===== src/rtl/writeback_unit_m00_axis_if.sv =====
`default_nettype none
// ============================================================================
// Module   : writeback_unit_m00_axis_if
// Purpose  : AXI-Stream bus bundle between the result writeback unit and the
//            outbound DMA channel (M00_AXIS).
// Signals  : M_AXIS_TVALID  master -> slave  beat valid
//            M_AXIS_TDATA   master -> slave  beat data
//            M_AXIS_TSTRB   master -> slave  byte strobes
//            M_AXIS_TLAST   master -> slave  final beat of the block
//            M_AXIS_TREADY  slave  -> master downstream ready
// Revision : 1.0 - initial release
// ============================================================================
interface writeback_unit_m00_axis_if #(
  parameter int C_M_AXIS_TDATA_WIDTH = 32
);
  logic                                M_AXIS_TVALID;
  logic [C_M_AXIS_TDATA_WIDTH-1:0]     M_AXIS_TDATA;
  logic [(C_M_AXIS_TDATA_WIDTH/8)-1:0] M_AXIS_TSTRB;
  logic                                M_AXIS_TLAST;
  logic                                M_AXIS_TREADY;

  modport master (
    output M_AXIS_TVALID,
    output M_AXIS_TDATA,
    output M_AXIS_TSTRB,
    output M_AXIS_TLAST,
    input  M_AXIS_TREADY
  );

  modport slave (
    input  M_AXIS_TVALID,
    input  M_AXIS_TDATA,
    input  M_AXIS_TSTRB,
    input  M_AXIS_TLAST,
    output M_AXIS_TREADY
  );
endinterface
`default_nettype wire


===== src/rtl/writeback_unit_m00_axis.sv =====
`default_nettype none
// ============================================================================
// Module   : writeback_unit_m00_axis
// Purpose  : Streams a block of result words out of the result BRAM onto an
//            AXI-Stream master. A start pulse latches a word count; the unit
//            reads addresses 0..count-1, hides the 1-cycle BRAM latency in a
//            2-entry buffer and sends one beat per cycle when the sink is
//            ready, with TLAST on the final word.
// Ports    : M_AXIS_ACLK     clock, rising edge
//            M_AXIS_ARESETN  asynchronous active-low reset
//            start           1-cycle transfer request (ignored while busy)
//            word_count      words to send, 0..2**BRAM_DEPTH, latched on start
//            busy            transfer in progress
//            done            1-cycle completion pulse
//            res_addr        result BRAM read address
//            res_en          result BRAM read enable
//            res_dout        result BRAM read data, valid 1 cycle after res_en
//            m_axis          AXI-Stream master bundle
// Revision : 1.0 - initial release
// ============================================================================
module writeback_unit_m00_axis #(
  parameter int BRAM_DEPTH           = 10,
  parameter int C_M_AXIS_TDATA_WIDTH = 32
) (
  input  wire                            M_AXIS_ACLK,
  input  wire                            M_AXIS_ARESETN,
  input  wire                            start,
  input  wire [BRAM_DEPTH:0]             word_count,
  output logic                           busy,
  output logic                           done,
  output logic [BRAM_DEPTH-1:0]          res_addr,
  output logic                           res_en,
  input  wire [C_M_AXIS_TDATA_WIDTH-1:0] res_dout,
  writeback_unit_m00_axis_if.master      m_axis
);

  localparam int                c_strb_w = C_M_AXIS_TDATA_WIDTH / 8;
  localparam logic [BRAM_DEPTH:0] c_one  = {{BRAM_DEPTH{1'b0}}, 1'b1};
  localparam logic [BRAM_DEPTH:0] c_zero = '0;

  typedef enum logic [0:0] {
    ST_IDLE   = 1'b0,
    ST_STREAM = 1'b1
  } state_t;

  state_t                          r_state;
  logic [BRAM_DEPTH:0]             r_count;     // latched word count
  logic [BRAM_DEPTH:0]             r_rd_cnt;    // reads issued so far
  logic [BRAM_DEPTH:0]             r_beat_cnt;  // index of the head beat
  logic                            r_in_flight; // read issued last cycle, data arrives now
  logic [1:0]                      r_occ;       // buffer occupancy 0..2
  logic [C_M_AXIS_TDATA_WIDTH-1:0] r_tdata;     // buffer head, drives TDATA directly
  logic [C_M_AXIS_TDATA_WIDTH-1:0] r_spare;     // second buffer entry
  logic                            r_tvalid;
  logic                            r_done;

  logic w_pop;
  logic w_push;
  logic w_last_beat;
  logic w_room;
  logic w_issue;

  assign w_pop       = r_tvalid & m_axis.M_AXIS_TREADY;
  assign w_push      = r_in_flight;
  assign w_last_beat = (r_beat_cnt == (r_count - c_one));

  // A new read may go out only if, after this cycle's pop, the buffer can
  // still hold everything already in flight plus the new word.
  assign w_room  = ({1'b0, r_occ} + {2'b00, r_in_flight}) < (3'd2 + {2'b00, w_pop});
  assign w_issue = (r_state == ST_STREAM) && (r_rd_cnt < r_count) && w_room;

  // The read request is presented in the same cycle it is decided so that the
  // first address leaves one cycle after start and a full-rate stream needs
  // only two buffer entries. It is derived purely from registers plus TREADY.
  assign res_en   = w_issue;
  assign res_addr = r_rd_cnt[BRAM_DEPTH-1:0];

  assign busy                 = (r_state == ST_STREAM);
  assign done                 = r_done;
  assign m_axis.M_AXIS_TVALID = r_tvalid;
  assign m_axis.M_AXIS_TDATA  = r_tdata;
  assign m_axis.M_AXIS_TSTRB  = {c_strb_w{r_tvalid}};
  assign m_axis.M_AXIS_TLAST  = r_tvalid & w_last_beat;

  always_ff @(posedge M_AXIS_ACLK or negedge M_AXIS_ARESETN) begin
    if (!M_AXIS_ARESETN) begin
      r_state     <= ST_IDLE;
      r_count     <= '0;
      r_rd_cnt    <= '0;
      r_beat_cnt  <= '0;
      r_in_flight <= 1'b0;
      r_occ       <= 2'd0;
      r_tdata     <= '0;
      r_spare     <= '0;
      r_tvalid    <= 1'b0;
      r_done      <= 1'b0;
    end else begin
      r_done      <= 1'b0;
      r_in_flight <= w_issue;

      if (w_issue) begin
        r_rd_cnt <= r_rd_cnt + c_one;
      end

      if (w_pop) begin
        r_beat_cnt <= r_beat_cnt + c_one;
      end

      // Two-entry FIFO: r_tdata is the head, r_spare the tail. Push without
      // pop at occupancy 2 cannot occur because reads are throttled above.
      case (r_occ)
        2'd0: begin
          if (w_push) begin
            r_tdata  <= res_dout;
            r_tvalid <= 1'b1;
            r_occ    <= 2'd1;
          end
        end
        2'd1: begin
          if (w_push && w_pop) begin
            r_tdata <= res_dout;
          end else if (w_push) begin
            r_spare <= res_dout;
            r_occ   <= 2'd2;
          end else if (w_pop) begin
            r_tvalid <= 1'b0;
            r_occ    <= 2'd0;
          end
        end
        default: begin
          if (w_pop) begin
            r_tdata <= r_spare;
            if (w_push) begin
              r_spare <= res_dout;
            end else begin
              r_occ <= 2'd1;
            end
          end
        end
      endcase

      case (r_state)
        ST_IDLE: begin
          if (start) begin
            r_count    <= word_count;
            r_rd_cnt   <= '0;
            r_beat_cnt <= '0;
            if (word_count == c_zero) begin
              r_done <= 1'b1;
            end else begin
              r_state <= ST_STREAM;
            end
          end
        end
        ST_STREAM: begin
          if (w_pop && w_last_beat) begin
            r_state <= ST_IDLE;
            r_done  <= 1'b1;
          end
        end
        default: r_state <= ST_IDLE;
      endcase
    end
  end

endmodule
`default_nettype wire


===== src/flat_wrapper.sv =====
// flat-port wrapper written by rule: the top's interface ports become plain ports
module writeback_unit_m00_axis_flat 
#(
  parameter int BRAM_DEPTH           = 10,
  parameter int C_M_AXIS_TDATA_WIDTH = 32
)
  (M_AXIS_ACLK, M_AXIS_ARESETN, start, word_count, busy, done, res_addr, res_en, res_dout, m_axis_M_AXIS_TVALID, m_axis_M_AXIS_TDATA, m_axis_M_AXIS_TSTRB, m_axis_M_AXIS_TLAST, m_axis_M_AXIS_TREADY);
  writeback_unit_m00_axis_if #(.C_M_AXIS_TDATA_WIDTH(C_M_AXIS_TDATA_WIDTH)) m_axis_i ();
  input  wire M_AXIS_ACLK;
  input  wire M_AXIS_ARESETN;
  input  wire start;
  input  wire [BRAM_DEPTH:0] word_count;
  output logic busy;
  output logic done;
  output logic [BRAM_DEPTH-1:0] res_addr;
  output logic res_en;
  input  wire [C_M_AXIS_TDATA_WIDTH-1:0] res_dout;
  output wire logic [$bits(m_axis_i.M_AXIS_TVALID)-1:0] m_axis_M_AXIS_TVALID;
  output wire logic [$bits(m_axis_i.M_AXIS_TDATA)-1:0] m_axis_M_AXIS_TDATA;
  output wire logic [$bits(m_axis_i.M_AXIS_TSTRB)-1:0] m_axis_M_AXIS_TSTRB;
  output wire logic [$bits(m_axis_i.M_AXIS_TLAST)-1:0] m_axis_M_AXIS_TLAST;
  input wire logic [$bits(m_axis_i.M_AXIS_TREADY)-1:0] m_axis_M_AXIS_TREADY;
  assign m_axis_M_AXIS_TVALID = m_axis_i.M_AXIS_TVALID;
  assign m_axis_M_AXIS_TDATA = m_axis_i.M_AXIS_TDATA;
  assign m_axis_M_AXIS_TSTRB = m_axis_i.M_AXIS_TSTRB;
  assign m_axis_M_AXIS_TLAST = m_axis_i.M_AXIS_TLAST;
  assign m_axis_i.M_AXIS_TREADY = m_axis_M_AXIS_TREADY;
  writeback_unit_m00_axis #(.BRAM_DEPTH(BRAM_DEPTH), .C_M_AXIS_TDATA_WIDTH(C_M_AXIS_TDATA_WIDTH)) u_core (.M_AXIS_ACLK(M_AXIS_ACLK), .M_AXIS_ARESETN(M_AXIS_ARESETN), .start(start), .word_count(word_count), .busy(busy), .done(done), .res_addr(res_addr), .res_en(res_en), .res_dout(res_dout), .m_axis(m_axis_i));
endmodule

===== config.mk =====
export PLATFORM = sky130hd
export DESIGN_NAME = writeback_unit_m00_axis_flat
export DESIGN_NICKNAME = d
export VERILOG_FILES = /design/src/rtl/writeback_unit_m00_axis_if.sv /design/src/rtl/writeback_unit_m00_axis.sv /design/src/flat_wrapper.sv
export SDC_FILE = /design/constraint.sdc
export NUM_CORES = 1
export LEC_CHECK = 0
export CAP_MARGIN = 20
export CORE_MARGIN = 3
export CORE_UTILIZATION = 56
export CTS_CLUSTER_DIAMETER = 30
export CTS_CLUSTER_SIZE = 24
export DETAILED_ROUTE_END_ITERATION = 8
export GPL_TIMING_DRIVEN = 0
export PLACE_DENSITY = 0.89
export SETUP_SLACK_MARGIN = 0.1
export SKIP_CTS_REPAIR_TIMING = 1
export SLEW_MARGIN = 20
export SYNTH_ARGS = -nofsm -noshare
export SYNTH_HDL_FRONTEND = slang
export SYNTH_SLANG_ARGS = --single-unit

===== constraint.sdc =====
create_clock -name M_AXIS_ACLK -period 4.3 [get_ports M_AXIS_ACLK]
set_input_delay 0.86 -clock M_AXIS_ACLK [delete_from_list [all_inputs] [get_ports M_AXIS_ACLK]]
set_output_delay 0.86 -clock M_AXIS_ACLK [all_outputs]
set_load 0.005 [all_outputs]

# [Yosys cells after proc, flatten, opt, wreduce, memory -nomap -nowiden]
# Cells that the tools add are included.
[totals] out_inout_bits=51 regBits=103 inputBits=47
[op_classes] eq_ne=9 n_mux=34 add_sub_neg=5 bitwise=4 n_lt_le_gt_ge=2 n_reduce_logical=14
[ops] operator="$mux W32" count=6
[ops] operator="$pmux W32 S2" count=2
[ops] operator="$mux W11" count=6
[ops] operator="$add A11 B1 Y11 const B" count=2
[ops] operator="$mux W2" count=6
[ops] operator="$eq A11 B11 Y1" count=1
[ops] operator="$logic_not A11 Y1" count=1
[ops] operator="$lt A11 B11 Y1" count=1
[ops] operator="$sub A11 B1 Y11 const B" count=1
[ops] operator="$mux W1" count=10
[ops] operator="$reduce_and A5 Y1" count=2
[ops] operator="$ne A2 B1 Y1 const B" count=3
[ops] operator="$pmux W1 S2" count=3
[ops] operator="$reduce_and A3 Y1" count=2
[ops] operator="$logic_and A1 B1 Y1" count=4
[ops] operator="$ne A2 B2 Y1 const B" count=2
[ops] operator="$pmux W2 S2" count=1
[ops] operator="$reduce_bool A2 Y1" count=2
[ops] operator="$add A2 B1 Y3" count=1
[ops] operator="$add A2 B1 Y3 const A" count=1
[ops] operator="$lt A3 B3 Y1" count=1
[ops] operator="$ne A3 B1 Y1 const B" count=1
[ops] operator="$ne A3 B3 Y1 const B" count=1
[ops] operator="$reduce_bool A3 Y1" count=1
[ops] operator="other kinds (5)" count=7

# [Longest topological paths before layout]
# Gate-level depths: netlist (run 1).
[depth] ltp_word=7 depth_mapped=11 depth_no_buf=9

# [Least setup slack after synthesis (run 1)]
# OpenSTA, ideal clock, no wires.
[synth_path] kind="register -> output" start="reg u_core.r_count[0]" end="out m_axis_M_AXIS_TLAST" stages_incl_launch_ff=9 n_path_buf=1 t_arrival_ps=1921 path_slack_ps=1519 cell_sequence="dfrtp_1 inv_1 ha_1 buf_2 xnor2_1 a221o_1 a222oi_1 nand4_1 nor3b_1"
[synth_between] elab_chain_len=3
[synth_rtl] item="start: declaration" line_no="writeback_unit_m00_axis.sv:47" source="logic [BRAM_DEPTH:0] r_count;"
[synth_rtl] item="start signal: assignment" line_no="writeback_unit_m00_axis.sv:145" source="r_count <= word_count;"
[synth_rtl] item="$sub A11 B1 Y11" line_no="writeback_unit_m00_axis.sv:65" source="assign w_last_beat = (r_beat_cnt == (r_count - c_one));"
[synth_rtl] item="$eq A11 B11 Y1" line_no="writeback_unit_m00_axis.sv:65"
[synth_rtl] item="$and A1 B1 Y1" line_no="writeback_unit_m00_axis.sv:83" source="assign m_axis.M_AXIS_TLAST = r_tvalid & w_last_beat;"
[synth_rtl] item="end: declaration" line_no="flat_wrapper.sv:21" source="output wire logic [$bits(m_axis_i.M_AXIS_TLAST)-1:0] m_axis_M_AXIS_TLAST;"
# No other way between the ends.

# [Worst setup path after layout (run 1)]
[layout_path] start="in m_axis_M_AXIS_TREADY" end="out res_en"
[layout_between] elab_chain_len=4
[layout_rtl] item="start: declaration" line_no="flat_wrapper.sv:22" source="input wire logic [$bits(m_axis_i.M_AXIS_TREADY)-1:0] m_axis_M_AXIS_TREADY;"
[layout_rtl] item="$and A1 B1 Y1" line_no="writeback_unit_m00_axis.sv:63" source="assign w_pop = r_tvalid & m_axis.M_AXIS_TREADY;"
[layout_rtl] item="$add A2 B1 Y3" line_no="writeback_unit_m00_axis.sv:69" source="assign w_room = ({1'b0, r_occ} + {2'b00, r_in_flight}) < (3'd2 + {2'b00, w_pop});"
[layout_rtl] item="$lt A3 B3 Y1" line_no="writeback_unit_m00_axis.sv:69"
[layout_rtl] item="$logic_and A1 B1 Y1" line_no="writeback_unit_m00_axis.sv:70" source="assign w_issue = (r_state == ST_STREAM) && (r_rd_cnt < r_count) && w_room;"
[layout_rtl] item="end: declaration" line_no="flat_wrapper.sv:16" source="output logic res_en;"
# No other way between the ends.

==> reports/metrics.csv, run 1 <==
metric,value,unit
min-delay worst type,in2async,
Pleak,2.96,nW
Ant. Diodes,0,
most common flop cell mapped by yosys,dfrtp_1,
core area,8810,sq um
CP arrival,3.08,ns
Die X,102,um
area grow syn2layout,25.6,%
most frequent cell after synthesis,dfrtp_1,
post-synthesis register bit count,103,
CTS Buf Count,9,
Final #Nets,663,
PnR worst setup slack,0.364,ns
vias in the first global route,4327,
global-route wire length before repair,20.3,mm
syn nets,554,
# H-tree levels,3,
final setup fails,0,
count of final hold-check violations,0,
maxcap violations,0,
Starting Density,58.4,%
pre-CTS setup slack,0.265,ns
fin crit share,91.5,%
vias per cell,5.71,
post-synthesis cell type count,49,
final setup TNS,0,ns
Synth Cell Area,5140,sq um
DRT antenna net count,0,
Yosys top cell area share,50.2,%
"EDFF count, synth",0,
RD Place Congestion,0.955,
initial antenna violation count,0,
max_slew headroom,47.7,%
peak fanout along the critical path,10,
Mapped Cells,492,
Final Max Slew Viols,0,
Worst EP required,3.44,ns
Worst setup SP type,input pin,
final WL,11.9,mm
Buffers on Ports,97,
worst slew pin tran,0.784,ns
Iter 0 DRT Violations,219,
Max VDD drop,0.000376,V
largest net degree at the start of global routing,64,
DRC viols,0,
TritonRoute pass-1 iters,4,
Mapped Avg Cell Area,10.4,sq um
part of the Yosys area used for sequential elements,50.2,%
die area,10400,sq um
CTS tree,yes,
Clock Root Buffer,clkbuf_8,
drt wl/cell,16.7,um
asr flop ratio synth,100,%
gr usage total,24.4,%
P per Cell Area,510,nW/um^2
crit path capture type,primary output,
post-layout min period,3.94,ns
chip height,102,um
Top Ports,98,
Post-synth top cells,"dfrtp_1 (103), nor2_1 (52), a21oi_1 (47)",
kind of critical path,in2out,
Sinks on Clock Net,103,
RSZ-0062 raised after global routing,no,
worst-skew pair later-pin latency,0.36,ns
synth top area cells,"dfrtp_1 (50%), mux2_2 (7.0%), mux2i_1 (6.8%), a21oi_1 (4.6%), nor2_1 (3.8%)",
"non-filler cells, final",714,
clk buf depth,2,
Worst Skew,0.00612,ns
share of layout cells above drive strength 1,12.2,%
via count,4074,
Placed Cells,698,
post-DP HPWL,8.75,mm
status,"complete, no violations",
gr ovfl total,0,
Yosys top cell by area,dfrtp_1,
Highest Clock Rate,254,MHz
# rows,34,
"CTS clk-pin slew, worst paths",0.10,ns
yosys warns,0,
## worst paths after layout
path / start / to / slack [ns] / cells after the start
worst max-delay path: m_axis_M_AXIS_TREADY / res_en / 0.36 / 8
worst min-delay path: M_AXIS_ARESETN / u_core.r_rd_cnt[4] / 0.40 / 1
worst max register to register: u_core.r_count[8] / u_core.r_rd_cnt[7] / 1.84 / 9
worst min register to register: u_core.r_rd_cnt[10] / u_core.r_rd_cnt[10] / 0.50 / 1
max in group asynchronous: M_AXIS_ARESETN / u_core.r_beat_cnt[10] / 3.27 / 2
min in group M_AXIS_ACLK: u_core.r_rd_cnt[10] / u_core.r_rd_cnt[10] / 0.50 / 1
## per-layer routing
layer	up-vias	GRT usage [%]	wire, um
li1	1929	-	-
met1	2014	30.0	4950
met2	110	42.0	5970
met3	21	6.40	806
met4	0	7.67	188
met5	-	0	0
## sequential cells by signal, summed over array words and instances, names as in the netlist
| signal | count |
|---|---|
| u_core.r_rd_cnt | 11 |
| u_core.r_in_flight | 1 |
| u_core.r_count | 11 |
| u_core.m_axis.M_AXIS_TVALID | 1 |
| u_core.r_occ | 2 |
| u_core.busy | 1 |
| u_core.r_spare | 32 |
| u_core.r_beat_cnt | 11 |
| u_core.m_axis.M_AXIS_TDATA | 32 |
| u_core.done | 1 |
## power breakdown
part           switching [mW]  internal, mW
Sequential              0.250          1.32
Clock                   0.342         0.227
Combinational           0.446         0.710
## cell type report
class,instances,area [sq um]
buffer,38,209
fill,622,2350
sequential,103,2580
multi-input combinational,335,2290
clock inverter,6,43.8
clock buffer,10,138
tap,108,135
timing repair buffer,98,1000
inverter,16,60.1
## cells in the final DEF, fill, tap and decap left out, types with 2 or more instances in the layout
master / instances
dfrtp_1: 103
clkdlybuf4s50_1: 96
nor2_1: 52
a21oi_1: 47
mux2i_1: 35
nand2_1: 34
mux2_2: 32
o21ai_0: 23
inv_1: 15
buf_4: 15
ha_1: 15
xnor2_1: 14
clkbuf_1: 13
xor2_1: 10
clkbuf_8: 10
nand4_1: 9
nand3_1: 9
or3_1: 7
buf_1: 7
and3_1: 5
nor3_1: 5
o2111ai_1: 4
clkinvlp_4: 4
o211ai_1: 3
buf_6: 2
nor2b_1: 2
and2_1: 2
o31ai_1: 2
or4_1: 2
nor4_1: 2
## kinds of logic (layout without fill, tap and decap cells)
| group | count (synthesis) | in the layout | share of synthesized area (%) |
|---|---|---|---|
| buf+inv | 54 | 168 | 5.21 |
| mux | 67 | 67 | 13.8 |
| flops | 103 | 103 | 50.2 |
| compound gates | 92 | 92 | 10.4 |
| simple gates | 137 | 137 | 12.6 |
| xor+xnor | 24 | 24 | 4.09 |
| fa+ha+maj | 15 | 15 | 3.65 |
## metrics by stage
step	hold WS (ns)	power (mW)	area, sq um	utilization [%]
floorplan	0.455	2.13	5140	-
global placement	0.479	2.65	6240	70.9
detailed placement	0.483	2.74	6270	71.2
CTS	0.401	3.31	6450	73.3
global route	0.412	3.52	6460	73.3
finish	0.399	3.29	6460	73.3
## worst max-delay path, cell delays in order
cell             delay [ns]
clkdlybuf4s50_1        0.51
nand2_1                0.20
o21ai_0                0.21
o2111a_1               0.27
o21ai_1                0.15
clkbuf_2               0.23
inv_2                  0.14
clkdlybuf4s50_1        0.51
Power figures use the tool's default switching activity.
==> inputs of run 2 (changes only) <==
--- a/config.mk
+++ b/config.mk
@@ -9,8 +9,9 @@
 export CORE_MARGIN = 3
 export CORE_UTILIZATION = 56
 export CTS_CLUSTER_DIAMETER = 30
-export CTS_CLUSTER_SIZE = 24
+export CTS_CLUSTER_SIZE = 40
 export DETAILED_ROUTE_END_ITERATION = 8
+export GPL_ROUTABILITY_DRIVEN = 1
 export GPL_TIMING_DRIVEN = 0
 export PLACE_DENSITY = 0.89
 export SETUP_SLACK_MARGIN = 0.1
==> results of run 2 <==
The final DEF is identical to that of run 1; final timing and power are the same.
